### src/rtl/alu_pkg.sv
// Shared constants and helpers for the RV32I execute-stage ALU.
package alu_pkg;

  localparam int XLEN       = 32;
  localparam int SHAMT_W    = 5;
  localparam int F7_ALT_BIT = 5;

  localparam logic [2:0] F3_ADD  = 3'b000;
  localparam logic [2:0] F3_SLL  = 3'b001;
  localparam logic [2:0] F3_SLT  = 3'b010;
  localparam logic [2:0] F3_SLTU = 3'b011;
  localparam logic [2:0] F3_XOR  = 3'b100;
  localparam logic [2:0] F3_SR   = 3'b101;
  localparam logic [2:0] F3_OR   = 3'b110;
  localparam logic [2:0] F3_AND  = 3'b111;

  function automatic logic [XLEN-1:0] bitReverse(input logic [XLEN-1:0] v);
    logic [XLEN-1:0] r;
    for (int i = 0; i < XLEN; i++) r[i] = v[XLEN-1-i];
    return r;
  endfunction

endpackage

### src/rtl/alu_shifter.sv
// Five-stage barrel shifter for SLL/SRL/SRA.
// Left shifts reuse the right-shift stages by bit-reversing in and out.
module alu_shifter
  import alu_pkg::*;
(
  input  logic [XLEN-1:0]    iData,
  input  logic [SHAMT_W-1:0] iShamt,
  input  logic               iDir,    // 1 = right, 0 = left
  input  logic               iArith,  // sign fill, right shifts only
  output logic [XLEN-1:0]    oData
);

  logic            fill;
  logic [XLEN-1:0] stg [0:SHAMT_W];

  assign fill   = iArith & iDir & iData[XLEN-1];
  assign stg[0] = iDir ? iData : bitReverse(iData);

  genvar s;
  generate
    for (s = 0; s < SHAMT_W; s++) begin : gStage
      localparam int SH = 1 << s;
      assign stg[s+1] = iShamt[s] ? {{SH{fill}}, stg[s][XLEN-1:SH]} : stg[s];
    end
  endgenerate

  assign oData = iDir ? stg[SHAMT_W] : bitReverse(stg[SHAMT_W]);

endmodule

### src/rtl/alu.sv
// Registered RV32I R-type ALU: decode, shared add/sub/compare, shifter,
// logic ops, result mux, zero detect and output registers.
module alu
  import alu_pkg::*;
(
  input  logic            iClk,
  input  logic            iRst,
  input  logic [XLEN-1:0] iDataA,
  input  logic [XLEN-1:0] iDataB,
  input  logic [2:0]      iFunct3,
  input  logic [6:0]      iFunct7,
  output logic [XLEN-1:0] oData,
  output logic            oZero
);

  logic            isAlt;
  logic            useSub;
  logic [XLEN-1:0] opB;
  logic [XLEN:0]   sum;
  logic            ltUnsigned;
  logic            ltSigned;
  logic [XLEN-1:0] shiftOut;
  logic [XLEN-1:0] result;
  logic            unusedFunct7;

  assign isAlt        = iFunct7[F7_ALT_BIT];
  assign unusedFunct7 = ^{iFunct7[6], iFunct7[4:0]};

  // Compares subtract through the same adder as ADD/SUB.
  assign useSub = ((iFunct3 == F3_ADD) & isAlt) | (iFunct3 == F3_SLT) | (iFunct3 == F3_SLTU);
  assign opB    = iDataB ^ {XLEN{useSub}};
  assign sum    = {1'b0, iDataA} + {1'b0, opB} + {{XLEN{1'b0}}, useSub};

  // No carry out of A + ~B + 1 means a borrow, i.e. A < B unsigned.
  assign ltUnsigned = ~sum[XLEN];
  assign ltSigned   = (iDataA[XLEN-1] != iDataB[XLEN-1]) ? iDataA[XLEN-1] : sum[XLEN-1];

  alu_shifter uShifter (
    .iData  (iDataA),
    .iShamt (iDataB[SHAMT_W-1:0]),
    .iDir   (iFunct3 == F3_SR),
    .iArith (isAlt),
    .oData  (shiftOut)
  );

  always_comb begin
    result = '0;
    case (iFunct3)
      F3_ADD:  result = sum[XLEN-1:0];
      F3_SLL:  result = shiftOut;
      F3_SLT:  result = {{(XLEN-1){1'b0}}, ltSigned};
      F3_SLTU: result = {{(XLEN-1){1'b0}}, ltUnsigned};
      F3_XOR:  result = iDataA ^ iDataB;
      F3_SR:   result = shiftOut;
      F3_OR:   result = iDataA | iDataB;
      F3_AND:  result = iDataA & iDataB;
      default: result = '0;
    endcase
  end

  always_ff @(posedge iClk) begin
    if (iRst) begin
      oData <= '0;
      oZero <= 1'b1;
    end else begin
      oData <= result;
      oZero <= (result == '0);
    end
  end

endmodule

### config.mk
export PLATFORM = sky130hd
export DESIGN_NAME = alu
export DESIGN_NICKNAME = d
export VERILOG_FILES = /design/src/rtl/alu_pkg.sv /design/src/rtl/alu_shifter.sv /design/src/rtl/alu.sv
export SDC_FILE = /design/constraint.sdc
export NUM_CORES = 1
export LEC_CHECK = 0
export ABC_AREA = 1
export CAP_MARGIN = 20
export CORE_ASPECT_RATIO = 1.4
export CORE_MARGIN = 5
export CORE_UTILIZATION = 62
export DETAILED_ROUTE_END_ITERATION = 16
export HOLD_SLACK_MARGIN = 0.03
export PLACE_DENSITY = 0.89
export REMOVE_ABC_BUFFERS = 1
export SYNTH_ARGS = -nofsm -noshare
export SYNTH_HDL_FRONTEND = slang
export SYNTH_SLANG_ARGS = --single-unit
export TNS_END_PERCENT = 5
### constraint.sdc
create_clock -name iClk -period 7.27 [get_ports iClk]
set_input_delay 1.454 -clock iClk [delete_from_list [all_inputs] [get_ports iClk]]
set_output_delay 1.454 -clock iClk [all_outputs]
set_load 0.1 [all_outputs]
# Yosys cells after proc, flatten, opt, wreduce, memory -nomap -nowiden
# Cells that the tools add are included.
dict set report classes {
  addsub 2
  n_eq_ne 8
  mux 9
  bitwise_logic 10
  reduce_logical 3
}
# cell count
set ops {}
lappend ops {{$mux 32} 7}
lappend ops {{$pmux 32 s7} 1}
lappend ops {{$xor 32x32->32} 2}
lappend ops {{$add 32x32->33} 1}
lappend ops {{$add 33x1->33} 1}
lappend ops {{$and 32x32->32} 1}
lappend ops {{$logic_not 32->1} 1}
lappend ops {{$or 32x32->32} 1}
lappend ops {{$eq 3x3->1 const B} 4}
lappend ops {{$eq 3x2->1 const B} 2}
lappend ops {{$and 1x1->1} 3}
lappend ops {{$eq 3x1->1 const B} 1}
lappend ops {{$logic_not 3->1} 1}
lappend ops {{$or 1x1->1} 2}
lappend ops {{$reduce_or 2->1} 1}
lappend ops {{$mux 1} 1}
lappend ops {{$ne 1x1->1} 1}
lappend ops {{$not 1->1} 1}
dict set report word_totals {
  reg_bits 33
  in_bits 76
  output_inout_bits 33
  elab_cells 34
}

# Longest topological paths before layout
dict set report logic_depth {
  depth_word 11
  ltp_mapped 26
  mapped_depth_nobuf 25
}

# Hierarchy
# From an unflattened synthesis, not the netlist that was laid out.
dict set report hier_totals {
  hier_cells 1468
  hier_area_um2 8069.0
}
# module instances cells_each area_per_inst_um2 seq_area_each_um2
set modules_own_cells {}
lappend modules_own_cells {alu 1 907 5551.6 660.6}
lappend modules_own_cells {alu_shifter 1 561 2517.4 0.0}

# Worst setup path after synthesis
# No wires, ideal clock.
dict set report synth_path {
  path_type {in2reg}
  from {input port iFunct3[1]}
  to {register oZero}
  arrival_ps 4252
  setup_slack_ps 2960
  cell_stages 24
  n_path_buf 2
  path_cell_list {inv_2 > buf_6 > nand2_1 > nand3_4 > buf_1 > xor2_1 > ha_1 > inv_1 > o21ai_2 > inv_1 > nor2_1 > nor2_1 > o21ai_0 > inv_1 > o21ai_0 > or2_2 > nand2_1 > nand2_1 > nand2_1 > nor2_1 > nand2_1 > nor2_1 > nand3_1 > nand2_1}
}
dict set report synth_between {
  elab_chain_cells 11
  elab_cells_between_ends 28
}
# item line_no
set synth_rtl {}
lappend synth_rtl {{start, declared} alu.sv:10} ;# input logic [2:0] iFunct3,
lappend synth_rtl {{parallel branches: the longest is 9 deep, another holds $add 32x32->33} -}
lappend synth_rtl {{$pmux 32 s7 *} alu.sv:48} ;# case (iFunct3)
lappend synth_rtl {{$logic_not 32->1 *} alu.sv:67} ;# oZero <= (result == '0);
lappend synth_rtl {{end signal, assigned} alu.sv:67}
lappend synth_rtl {{end, declared} alu.sv:13} ;# output logic oZero
# Mark *: on every way between the ends.
# A chain may end at the register's enable or synchronous reset.

# Worst setup path after layout
# Ends and elaborated chain as after synthesis.

==> results.md <==
* Run status: complete, no violations
* Number of stages on the worst hold path at 3
* Worst min-delay path endpoint: oData[19]
* Count of vias placed by the detailed router at 10290
* Syn. warnings at 0
* Count of antenna diodes in the layout at 0
* Routed length on met3 at 3475 um
* Remaining number of nets flagged by the antenna check after routing at 0
* Area of the core at 0.01225 mm2
* Highest attainable clock frequency at 169.6 MHz
* CP max FO at 32
* Pre-CTS setup slack at 1.209 ns
* Total number of H-tree levels at 2
* Total iterations of the first detailed-routing run at 6
* Half-perimeter wire length after detailed placement at 24660 um
* Number of nets in the final layout at 1581
* Post-route fraction of the period consumed by the critical path at 81.08%
* Switching power at 0.6895 mW
* CP Launch Type: primary input
* Share of cells above drive strength 1 at 3.265%
* Area growth, synth to finish at 15.40%
* Initial DRC count at 1151
* Leading cell types in the layout, fill and taps excluded: sky130_fd_sc_hd__nand3_1, sky130_fd_sc_hd__nand2_1, sky130_fd_sc_hd__inv_1
* Final setup violating endpoints at 0
* Largest area contributor in the synthesized netlist: sky130_fd_sc_hd__nand3_1
* Pins over their slew limit at 0
* Pin count of the biggest net entering global routing at 38
* Gp weighted congestion at 1.072
* Number of DRC violations after detailed routing at 0
* Standard cell with the maximum stage delay on the critical path: sky130_fd_sc_hd__clkdlybuf4s50_1
* Slew margin rel. at 32.75%
* Crit-path most repeated cell: sky130_fd_sc_hd__nand2_1
* Final critical delay including setup and external delays at 5.895 ns
* Setup CP Type: in2reg
* FFs w/ async S/R, synth at 0%
* Start point of the worst hold path: iRst
* Number of instances resized during post-cts repair at 0
* Transition time at the pin with the least slew margin at 1.006 ns
* Total setup buffers inserted after CTS at 0
* IO Count at 109
* Leakage Power at 4.470 nW
* Top metal layer carrying routed signals: met4
* Initial antenna violation count at 0
* Share of total power in sequential cells at 15.7%
* Number of buffers created by CTS at 5
* Final Hold Violating Endpoints at 0
* Global-route wire length before repair at 49250 um
* Final instance count without filler cells at 1559
* Effective utilization at floorplan at 62.99%
* Worst Path Arrival at 6.12 ns
* Class of the most critical hold timing path: in2reg
* Number of clock sinks at 33
* DR WL/cell at 20.26 um
* Die extent in y at 142.0 um
* Total congestion overflow after global routing at 0
* Dominant synthesized flop cell: sky130_fd_sc_hd__dfxtp_1
* Share of the synthesized area in the top cell type at 23.87%
* Fraction of power consumed by combinational cells at 67.6%
* Vias in the first global route at 9634
* Flip-flop and latch count after synthesis at 33
* Post-Syn Area per Cell at 5.717 um2
* Row Count at 48
* Setup repair after global routing missed its margin: false
* Fin Setup TNS at 0 ns
* Routed metal-1 wire length at 11170 um
* Net switching fraction of the power at 53.57%
* Worst Slack Setup Final at 1.375 ns
* Clock Path Buffers at 2
* Synth Cell Area at 0.007717 mm2
* Mean number of vias per cell at 6.600
* Cell types with the largest area share after synthesis: sky130_fd_sc_hd__nand3_1, sky130_fd_sc_hd__ha_1, sky130_fd_sc_hd__nand2_1
* Sequential-to-total area share from yosys stat at 8.560%
* Critical-path cell list: clkdlybuf4s50_1 > inv_2 > nand2_1 > nand3_4 > xor2_1 > ha_1 > nand2_1 > o21ai_2 > inv_1 > nor2_1 > nor2_1 > o21ai_0 > inv_1 > o21ai_0 > or2_2 > nand2_1 > nand2_1 > nand2_1 > nor2_1 > nand2_1 > nor2_1 > nand3_1 > nand2_1
* TritonCTS clock tree: yes
* Internal power at 0.5975 mW
* Number of I/O port buffers at 102
* Share of power burned in the clock network at 16.6%
* Total die area at 0.01481 mm2
* Gate count of the mapped netlist at 1350
* Clock-pin slew on the worst setup and hold paths at 0.05 ns
* Chip Width at 104.3 um
* Biggest cell delay along the critical path at 0.56 ns
* Clock tree root buffer cell: sky130_fd_sc_hd__clkbuf_16
* Number of enable flip-flop cells after synthesis at 0
* Total routing resource utilization after global routing at 41.09%
* Critical path data required time at 7.50 ns
* Worst IR drop on VDD at 174.5 uV
* Number of distinct standard cells referenced by the synthesized netlist at 38
* Number of max-capacitance violations reported at 0
* Routed length on met2 at 14340 um
* CP endpoint kind: flip-flop
* Total instance count after detailed placement at 1552
* Number of hold buffers added after CTS at 0
* Power per cell area at 144.5 mW/mm2
* Wirelength, routed at 31580 um
* Commonest non-fill, non-tap cell in the layout: sky130_fd_sc_hd__nand3_1
worst max path at each step:
stage,startpoint,to
after floorplan,iFunct3[1],oZero
after global placement,iFunct3[1],oZero
after detailed placement,iFunct3[1],oZero
after CTS,iFunct3[1],oZero
after global routing,iFunct3[1],oZero
final,iFunct3[1],oZero
registers in the layout (all words and copies together), names as in the netlist:
| signal | count |
|---|---|
| oZero | 1 |
| oData | 32 |
metal layers:
layer  vias up  global-route usage (%)
met5         -                       0
li1       4696                       -
met3       187                   5.901
met4         0                   27.08
met1      4636                   49.19
met2       771                   68.31
critical path, delay by kind of cell:
kind	cells	cell delay, ns
xor gates and xnor gates	1	0.32
AOI/OAI and AO/OA	3	1.09
buffers and inverters	4	0.95
and+or+nand+nor	14	1.92
adders and majority gates	1	0.37
power by group through the flow:
stage / clock (mW) / sequential (mW) / combinational [mW]
finish: 0.214 / 0.203 / 0.870
global route: 0.224 / 0.204 / 0.934
CTS: 0.218 / 0.203 / 0.845
detailed placement: 0 / 0.206 / 0.840
global placement: 0 / 0.206 / 0.826
floorplan: 0 / 0.328 / 0.446
Yosys cell counts (9+ instances only):
| cell type | n |
|---|---|
| sky130_fd_sc_hd__clkbuf_1 | 33 |
| sky130_fd_sc_hd__dfxtp_1 | 33 |
| sky130_fd_sc_hd__nor2_1 | 127 |
| sky130_fd_sc_hd__a21o_1 | 10 |
| sky130_fd_sc_hd__a21oi_1 | 45 |
| sky130_fd_sc_hd__buf_1 | 15 |
| sky130_fd_sc_hd__o21bai_1 | 9 |
| sky130_fd_sc_hd__nand3_1 | 368 |
| sky130_fd_sc_hd__ha_1 | 95 |
| sky130_fd_sc_hd__a221oi_1 | 27 |
| sky130_fd_sc_hd__o21ai_0 | 38 |
| sky130_fd_sc_hd__nand2_1 | 263 |
| sky130_fd_sc_hd__nand4_1 | 31 |
| sky130_fd_sc_hd__xor2_1 | 39 |
| sky130_fd_sc_hd__buf_2 | 13 |
| sky130_fd_sc_hd__inv_1 | 145 |
through the flow:
step | power (mW) | hold slack, ns | cell area (um2) | util, %
floorplan | 0.7742 | 1.525 | 7397 | -
global placement | 1.031 | 2.255 | 8748 | 71.41
detailed placement | 1.046 | 2.269 | 8763 | 71.53
CTS | 1.265 | 1.976 | 8906 | 72.69
global route | 1.362 | 2.013 | 8906 | 72.69
finish | 1.287 | 1.978 | 8906 | 72.69
kinds of logic after synthesis:
| group | Yosys count | share of synthesized area [%] |
|---|---|---|
| adders and majority gates | 96 | 15.66 |
| xor gates and xnor gates | 40 | 4.540 |
| and+or+nand+nor | 812 | 47.55 |
| DFF | 33 | 8.560 |
| AOI/OAI and AO/OA | 147 | 12.09 |
| buffers and inverters | 222 | 11.59 |
area by class of cell:
class	count	area, um2
multi-input combinational	1095	6170
fill	1148	3346
timing repair buffer	121	1171
sequential	33	660.6
inverter	153	574.3
tap	150	187.7
clock buffer	7	142.6
(Power assumes the default switching activity.)
